### config.mk
export PLATFORM = sky130hd
export DESIGN_NAME = stopwatch_core
export DESIGN_NICKNAME = d
export VERILOG_FILES = /design/src/rtl/stopwatch_core.sv
export SDC_FILE = /design/constraint.sdc
export NUM_CORES = 1
export LEC_CHECK = 0
export BUFFER_PORTS_ARGS = -buffer_cell sky130_fd_sc_hd__buf_2
export CORE_UTILIZATION = 35
export DETAILED_ROUTE_END_ITERATION = 7
export GPL_ROUTABILITY_DRIVEN = 0
export GPL_TIMING_DRIVEN = 0
export SLEW_MARGIN = 10
export SYNTH_ARGS = -nofsm -noshare
export SYNTH_HDL_FRONTEND = slang
export SYNTH_SLANG_ARGS = --single-unit
### constraint.sdc
create_clock -name clk -period 2.9 [get_ports clk]
set_input_delay 0.58 -clock clk [delete_from_list [all_inputs] [get_ports clk]]
set_output_delay 0.58 -clock clk [all_outputs]
set_load 0.05 [all_outputs]
### src/rtl/stopwatch_core.sv
// Stopwatch core: debounced run/clear buttons drive an IDLE/RUN/PAUSE FSM and a BCD time counter.
// Latency: a button event acts about 2 + DB cycles after a clean raw edge; display updates the cycle after a tick.
// Backpressure: none; free-running block, outputs are always valid registers.

// One button: 2-flop synchronizer, level debouncer and rising-edge press detector.
module stopwatch_core_btn #(
    parameter int DB_CYCLES = 1
) (
    input  logic clk,
    input  logic resetn,
    input  logic btn_raw_i,
    output logic press_o
);
    localparam int DB_EFF = (DB_CYCLES < 1) ? 1 : DB_CYCLES;
    localparam int CW     = (DB_EFF < 2) ? 1 : $clog2(DB_EFF);
    localparam logic [CW-1:0] CNT_TERM = CW'(DB_EFF - 1);

    logic [1:0]    sync_q;
    logic [1:0]    fill_q;
    logic [CW-1:0] cnt_q, cnt_d;
    logic          level_q, level_d;
    logic          prev_q;
    logic          armed_q, armed_d;

    // Synchronizer, debouncer and edge-detect state; everything reads as released after reset.
    always_ff @(posedge clk or negedge resetn) begin
        if (!resetn) begin
            sync_q  <= 2'b00;
            fill_q  <= 2'b00;
            cnt_q   <= '0;
            level_q <= 1'b0;
            prev_q  <= 1'b0;
            armed_q <= 1'b0;
        end else begin
            sync_q  <= {sync_q[0], btn_raw_i};
            fill_q  <= {fill_q[0], 1'b1};
            cnt_q   <= cnt_d;
            level_q <= level_d;
            prev_q  <= level_q;
            armed_q <= armed_d;
        end
    end

    // Accept a new level only after it differs from the current one for DB_EFF consecutive cycles.
    // Presses are armed only once the synchronized button has been seen released after reset,
    // so a button held through reset never produces an event until pressed again.
    always_comb begin
        level_d = level_q;
        cnt_d   = '0;
        if (sync_q[1] != level_q) begin
            if (cnt_q == CNT_TERM) begin
                level_d = sync_q[1];
            end else begin
                cnt_d = cnt_q + 1'b1;
            end
        end
        armed_d = armed_q | (fill_q[1] & ~sync_q[1]);
    end

    assign press_o = level_q & ~prev_q & armed_q;
endmodule

// Top level stopwatch.
module stopwatch_core #(
    parameter int CLOCK_FREQ  = 100000000,
    parameter int DEBOUNCE_MS = 10
) (
    input  logic        clk,
    input  logic        resetn,
    input  logic        btn_run,
    input  logic        btn_clear,
    output logic [31:0] display,
    output logic [7:0]  digit_enable,
    output logic        running,
    output logic        overflow
);
    localparam int DB_CYCLES = (CLOCK_FREQ / 1000) * DEBOUNCE_MS;
    localparam int PRE_MAX   = (CLOCK_FREQ / 100 > 1) ? (CLOCK_FREQ / 100 - 1) : 0;
    localparam int PW        = (PRE_MAX < 1) ? 1 : $clog2(PRE_MAX + 1);
    localparam logic [PW-1:0] PRE_TERM = PW'(PRE_MAX);

    typedef enum logic [1:0] {
        IDLE  = 2'd0,
        RUN   = 2'd1,
        PAUSE = 2'd2
    } state_t;

    state_t        state_q, state_d;
    logic [PW-1:0] pre_q, pre_d;
    logic [31:0]   time_q, time_d;
    logic [31:0]   time_inc;
    logic          inc_carry;
    logic          tick;
    logic          overflow_q, overflow_d;
    logic          running_q;
    logic [7:0]    de_q;
    logic          run_ev;
    logic          clr_ev;

    stopwatch_core_btn #(.DB_CYCLES(DB_CYCLES)) u_btn_run (
        .clk       (clk),
        .resetn    (resetn),
        .btn_raw_i (btn_run),
        .press_o   (run_ev)
    );

    stopwatch_core_btn #(.DB_CYCLES(DB_CYCLES)) u_btn_clear (
        .clk       (clk),
        .resetn    (resetn),
        .btn_raw_i (btn_clear),
        .press_o   (clr_ev)
    );

    // BCD +0.01 s with ripple carry; d3/d5 wrap at 5, the rest at 9. Out-of-range digits also wrap.
    always_comb begin
        time_inc  = time_q;
        inc_carry = 1'b1;
        for (int i = 0; i < 8; i++) begin
            if (inc_carry) begin
                if (time_q[4*i +: 4] >= ((i == 3 || i == 5) ? 4'd5 : 4'd9)) begin
                    time_inc[4*i +: 4] = 4'd0;
                end else begin
                    time_inc[4*i +: 4] = time_q[4*i +: 4] + 4'd1;
                    inc_carry          = 1'b0;
                end
            end
        end
    end

    // FSM next state, prescaler and time update; clear overrides everything else in the same cycle.
    always_comb begin
        state_d    = state_q;
        pre_d      = pre_q;
        time_d     = time_q;
        overflow_d = 1'b0;
        tick       = (state_q == RUN) && (pre_q == PRE_TERM);

        case (state_q)
            IDLE:    pre_d = '0;
            RUN:     pre_d = tick ? '0 : pre_q + 1'b1;
            PAUSE:   pre_d = pre_q;
            default: pre_d = '0;
        endcase

        if (tick) begin
            time_d     = time_inc;
            overflow_d = inc_carry;
        end

        if (run_ev) begin
            case (state_q)
                IDLE:    state_d = RUN;
                RUN:     state_d = PAUSE;
                PAUSE:   state_d = RUN;
                default: state_d = IDLE;
            endcase
        end

        if (clr_ev) begin
            state_d    = IDLE;
            pre_d      = '0;
            time_d     = '0;
            overflow_d = 1'b0;
        end
    end

    // State, count and registered output decodes.
    always_ff @(posedge clk or negedge resetn) begin
        if (!resetn) begin
            state_q    <= IDLE;
            pre_q      <= '0;
            time_q     <= '0;
            overflow_q <= 1'b0;
            running_q  <= 1'b0;
            de_q       <= 8'h3F;
        end else begin
            state_q    <= state_d;
            pre_q      <= pre_d;
            time_q     <= time_d;
            overflow_q <= overflow_d;
            running_q  <= (state_d == RUN);
            de_q       <= {{2{|time_d[31:24]}}, 6'h3F};
        end
    end

    assign display      = time_q;
    assign digit_enable = de_q;
    assign running      = running_q;
    assign overflow     = overflow_q;
endmodule

* After elaboration in Yosys (flattened, before gate mapping)
Cells that the tools add are included.
Word-level totals: memories kept 0, output and inout bits 42, ROM bits 0, register bits 111, bits in latches 0, bits in writable memories 0
Operators by class: $mul 0, bitwise logic cells 12, $lt $le $gt $ge 8, shift operators 0, divide/modulo/power cells 0, reductions and logical operators 17, eq/ne operators 9, multiplexer cells 44, $add $sub $neg 11
Operators by type and width (number):
- $mux W20 | 6
- $mux W32 | 2
- $add A20 B1 Y20 const B | 3
- $eq A20 B20 Y1 const B | 3
- $mux W4 | 15
- $pmux W20 S2 | 1
- $add A4 B1 Y4 const B | 8
- $ge A4 B4 Y1 const B | 6
- $mux W1 | 17
- $reduce_and A2 Y1 | 7
- $reduce_bool A2 Y1 | 6
- $ge A4 B3 Y1 const B | 2
- $reduce_or A8 Y1 | 1
- $and A1 B1 Y1 | 6
- $eq A2 B1 Y1 const B | 2
- $mux W2 | 2
- $not A1 Y1 | 4
- $pmux W2 S2 | 1
- $eq A2 B2 Y1 const B | 1
- $logic_not A2 Y1 | 1
- $ne A1 B1 Y1 | 2
- $ne A2 B2 Y1 const B | 1
- $or A1 B1 Y1 | 2
- $reduce_or A2 Y1 | 1
- $logic_and A1 B1 Y1 | 1

* Depth between registers and ports, before layout
depth after elaboration 12, mapped depth 10, gate-level depth less buffers 9

* Modules after synthesis
From an unflattened synthesis, not the netlist that was laid out.
Unflattened totals: cell total of the unflattened synthesis 602, area total of the unflattened synthesis 5876.9 um^2
By module, submodules not included:
- stopwatch_core | cells each 372, times used 1, area an instance 3402.0 um^2, seq. area each 1426.4 um^2
- stopwatch_core_btn | cells each 115, times used 2, area an instance 1237.4 um^2, seq. area each 675.6 um^2

* Worst setup path after synthesis
No wires, ideal clock.
kind register to register, from register time_q[12], in the netlist display[12], to register, netlist name digit_enable[6], setup slack 0.169 ns, stages on the path, launching flop included 11, data arrival time 2.660 ns, period minus slack after synthesis 2.731 ns, cell sequence dfrtp_1 inv_1 ha_1 nand2b_1 a21oi_1 or4_1 clkbuf_1 or4_1 a21oi_2 nor2_1 nand4b_1
On the way: cells in the longest elaborated chain, start to end 10
Ends and longest elaborated chain:
- from (decl) | RTL line 90 | logic [31:0] time_q, time_d;
- from (signal assigned) | RTL line 179 | time_q <= time_d;
- $ge A4 B3 Y1 | RTL line 120 | if (time_q[4*i +: 4] >= ((i == 3 || i == 5) ? 4'd5 : 4'd9)) begin
- $mux W1 | RTL line 120
- $mux W1 (4 in series) | RTL line 119 | if (inc_carry) begin
- $mux W4 | RTL line 119
- $mux W32 | RTL line 145 | if (tick) begin
- $mux W32 | RTL line 159 | if (clr_ev) begin
- named net time_d[29] | RTL line 90
- $reduce_or A8 Y1 | RTL line 182 | de_q <= {{2{|time_d[31:24]}}, 6'h3F};
The timed path passes the listed nets, and every way through them passes these cells. The select of a mux whose other input is x is not followed. A chain may end at the register's enable or synchronous reset.

* Final worst setup path
from register time_q[4], in the netlist display[4], to register, netlist name digit_enable[6]
On the way: cells in the longest elaborated chain, start to end 12
Ends and longest elaborated chain (RTL line):
- $ge A4 B4 Y1 (*) | 120
- $mux W1 (*) | 120
- $mux W1 (*) (5 in series) | 119
- $mux W1 | 119
- $mux W4 | 119
- $mux W32 (*) | 145
- $mux W32 (*) | 159
- $reduce_or A8 Y1 (*) | 182
Mark *: on every way between the ends. The rest lies on a longest branch, timed or not. The select of a mux whose other input is x is not followed.

==> summary.md <==
| Metric | Value |
|---|---|
| Result of the run | `finished clean` |
| Congestion Overflow GR | `0` |
| TritonCTS Buffers | `9` |
| First-pass GRT wire length | `20300 um` |
| Total Die Area | `approximately 0.017 mm^2` |
| Total stage count of the critical path | `9` |
| Number of vias after detailed routing | `about 4.4k` |
| Area overhead of the layout relative to synthesis | `14.5%` |
| Critical Path RT | `about 3200 ps` |
| Depth of the worst register-to-register path | `9` |
| Global Route Usage Sum | `0.153` |
| Part of the Yosys area used for sequential elements | `0.484` |
| Clock tree root buffer cell | `clkbuf_16` |
| Final ANT Viol Nets | `0` |
| Type of element launching the critical path | `flop` |
| Die Y-Extent | `129 um` |
| Via count of the first global-routing pass | `approximately 4.3k` |
| Post-synthesis async set-or-reset flop share | `1.00` |
| Met1 GRT Util | `0.198` |
| Global-route track usage on met3 | `0.0387` |
| Setup Crit Path Kind | `reg -> reg` |
| Fraction of final layout cells sized beyond drive strength 1 | `0.115` |
| Cell type group with the largest total delay on the critical path | `simple AND/OR/NAND/NOR gates` |
| Peak VDD IR | `roughly 300 uV` |
| Pin slew with the least headroom to its limit | `roughly 1100 ps` |
| Detail Placement HPWL | `around 8500 um` |
| Latest clock arrival within the worst-skew pair | `360 ps` |
| Total of flip-flops plus latches after synthesis | `around 110` |
| Detailed-route wire length per cell | `about 14 um` |
| Number of instances in the synthesized netlist | `a little under 600` |
| Met2 Use GR | `0.251` |
| Number of placed cells counting well taps | `~860` |
| Number of standard-cell rows in the floorplan | `46` |
| Most used cells in the layout excluding fill and tap cells | `dfrtp_1, nand2_1, nor2_1` |
| Largest driver fanout on the critical path | `7` |
| # port buffers | `39` |
| Worst Path Arrival | `between 2000 and 3000 ps` |
| Number of remaining DRC errors | `0` |
| R2R Path End | `digit_enable[6]` |
| Number of max-cap violations | `0` |
| RSZ-0062 raised after global routing | `no` |
| Synth Warn # | `0` |
| Mean instance size in the synthesized netlist | `roughly 9.5 um^2` |
| Number of setup violations in the final report | `0` |
| Non-Filler Cell Area, Final | `around 0.0065 mm^2` |
| Worst R2R Setup Slack | `about 250 ps` |
| Minimum period implied by the final worst setup slack | `approximately 2700 ps` |
| Core occupancy in the finished layout | `0.408` |
| CP endpoint kind | `flop` |
| Critical path, cell by cell | `inv_1, ha_1, inv_1, o31ai_1, nor4_4, nand3_1, nand2_1, or3_1, nand4b_1` |
| Pin count of the biggest net entering global routing | `66` |
| Quantity of hold-fixing buffers added after cts | `0` |
| Largest buffer count on any clock path | `2` |
| Hold violation count in the final report | `0` |
| Number of distinct library cells after synthesis | `53` |
| Via/cell ratio | `roughly 5.1` |
| Power per cell area | `around 440 mW/mm^2` |
| Final period util | `0.915` |
| Worst slew margin relative to its limit | `0.233` |
| Type of the worst min-delay path | `in -> async` |
| Worst flop-to-flop path startpoint | `display[4]` |
| Die width | `~130 um` |
| Most common cell after layout, fill and taps aside | `dfrtp_1` |
| Crit path buf inv count | `2` |
| Most used DFF post-synth | `dfrtp_1` |
| Final Non-Filler Cells | `between 800 and 900` |
| Netlist Area Pre-Place | `roughly 0.0056 mm^2` |
| Fill cell instance count of the final layout | `between 1.5k and 2k` |
| Hold Worst Slack | `about 140 ps` |
| Diodes inserted | `0` |
| Clock Sinks | `between 100 and 150` |
| Core area | `between 0.015 and 0.02 mm^2` |
| Worst path slowest cell | `o31ai_1` |
| Level count of the clock H-tree | `3` |
| Final max-slew violation count | `0` |
| Achievable clock frequency | `about 380 MHz` |
| Count of flip-flops with a built-in enable after synthesis | `0` |
| Largest stage delay on the critical path | `a little under 800 ps` |
| # nets final | `681` |
| Detailed Route WL | `around 12000 um` |
| Initial antenna violation count | `0` |
| Busiest layer in global routing | `met2` |
| Leakage dissipation | `roughly 0.003 uW` |
| Starting density of the core | `0.356` |
| Number of resized instances in the post-cts repair step | `0` |
| Initial DRC count | `210` |
| Post-CTS repair timing setup buffer count | `0` |
| Standard cell area after detailed placement | `about 0.0062 mm^2` |
| Reg clk slew, reported paths | `80 ps` |
| Count of TritonRoute iterations in the first routing pass | `5` |
| Count of boundary I/O pins | `46` |
| Critical path's most frequent cell | `inv_1` |
| Clock tree from TritonCTS | `done` |
| Worst clock skew on the final layout | `just over 9 ps` |
per-stage QoR:
stage               setup slack (ps)  TNS (ps)  power, uW
global placement               -34.0     -2810       1650
global route                    21.4         0       2970
detailed placement               296         0       1650
floorplan                        169         0       1610
CTS                              258         0       2910
finish                           245         0       2860
where the power goes:
| group | switching (uW) | internal (uW) |
|---|---|---|
| Sequential | 8.01 | 1530 |
| Clock | 631 | 613 |
| Combinational | 62.5 | 20.0 |
synthesized netlist by cell type (5+ instances only):
cell / instances / share of area
nand2b_1: 6 / 0.0067
o21ai_0: 47 / 0.042
nand2_1: 70 / 0.047
xnor2_1: 21 / 0.033
and3_1: 15 / 0.017
clkbuf_1: 9 / 0.0060
and4_1: 5 / 0.0078
a21o_1: 5 / 0.0067
nor4_1: 9 / 0.010
and2_1: 7 / 0.0078
nor3_1: 8 / 0.0071
buf_4: 7 / 0.0093
inv_1: 28 / 0.019
o31ai_1: 12 / 0.016
ha_1: 27 / 0.060
nand4_1: 15 / 0.017
a21oi_1: 15 / 0.013
dfrtp_1: 109 / 0.48
nor2_1: 66 / 0.044
nand3_1: 37 / 0.033
xor2_1: 21 / 0.033
cells by family (layout without fill, tap and decap cells):
| group | count (synthesis) | count (layout) | synth area share |
|---|---|---|---|
| compound gates | 95 | 95 | 0.103 |
| xor+xnor | 42 | 42 | 0.0653 |
| fa+ha+maj | 27 | 27 | 0.0599 |
| buf+inv | 45 | 101 | 0.0348 |
| flops | 109 | 109 | 0.484 |
| mux | 2 | 2 | 0.00377 |
| other cells | 1 | 7 | 0.000665 |
| simple gates | 272 | 272 | 0.248 |
routing by layer:
metal | vias up | part of all wire
met5 | - | 0
met4 | 0 | 0.014
met2 | 74 | 0.48
met1 | 2163 | 0.47
li1 | 2178 | -
met3 | 14 | 0.040
layout make-up:
class	count	area, um^2	area share
well taps	216	270	0.0419
repair buffers	40	229	0.0355
inverters	28	105	0.0163
plain buffers	17	91.3	0.0142
multi-input cells	445	2740	0.424
flip-flops and latches	109	2730	0.423
clock inverters	7	68.8	0.0107
clock buffers	9	225	0.0349
sequential cells by signal (all words and copies together) (netlist names), 2 cells and up:
signal and cells:
pre_q 20, u_btn_clear.fill_q 2, u_btn_run.cnt_q 20, u_btn_run.sync_q 2, u_btn_clear.sync_q 2, state_q 2
u_btn_clear.cnt_q 20, display 32
worst max-delay path by stage:
stage                     slack, ps         endpoint   startpoint
after global routing             20  digit_enable[6]  display[13]
final                           250  digit_enable[6]   display[4]
after floorplan                 170  digit_enable[6]  display[12]
after detailed placement        300  digit_enable[6]   display[8]
after global placement          -30      display[12]       resetn
after CTS                       260  digit_enable[6]  display[12]
(Power assumes the default switching activity.)
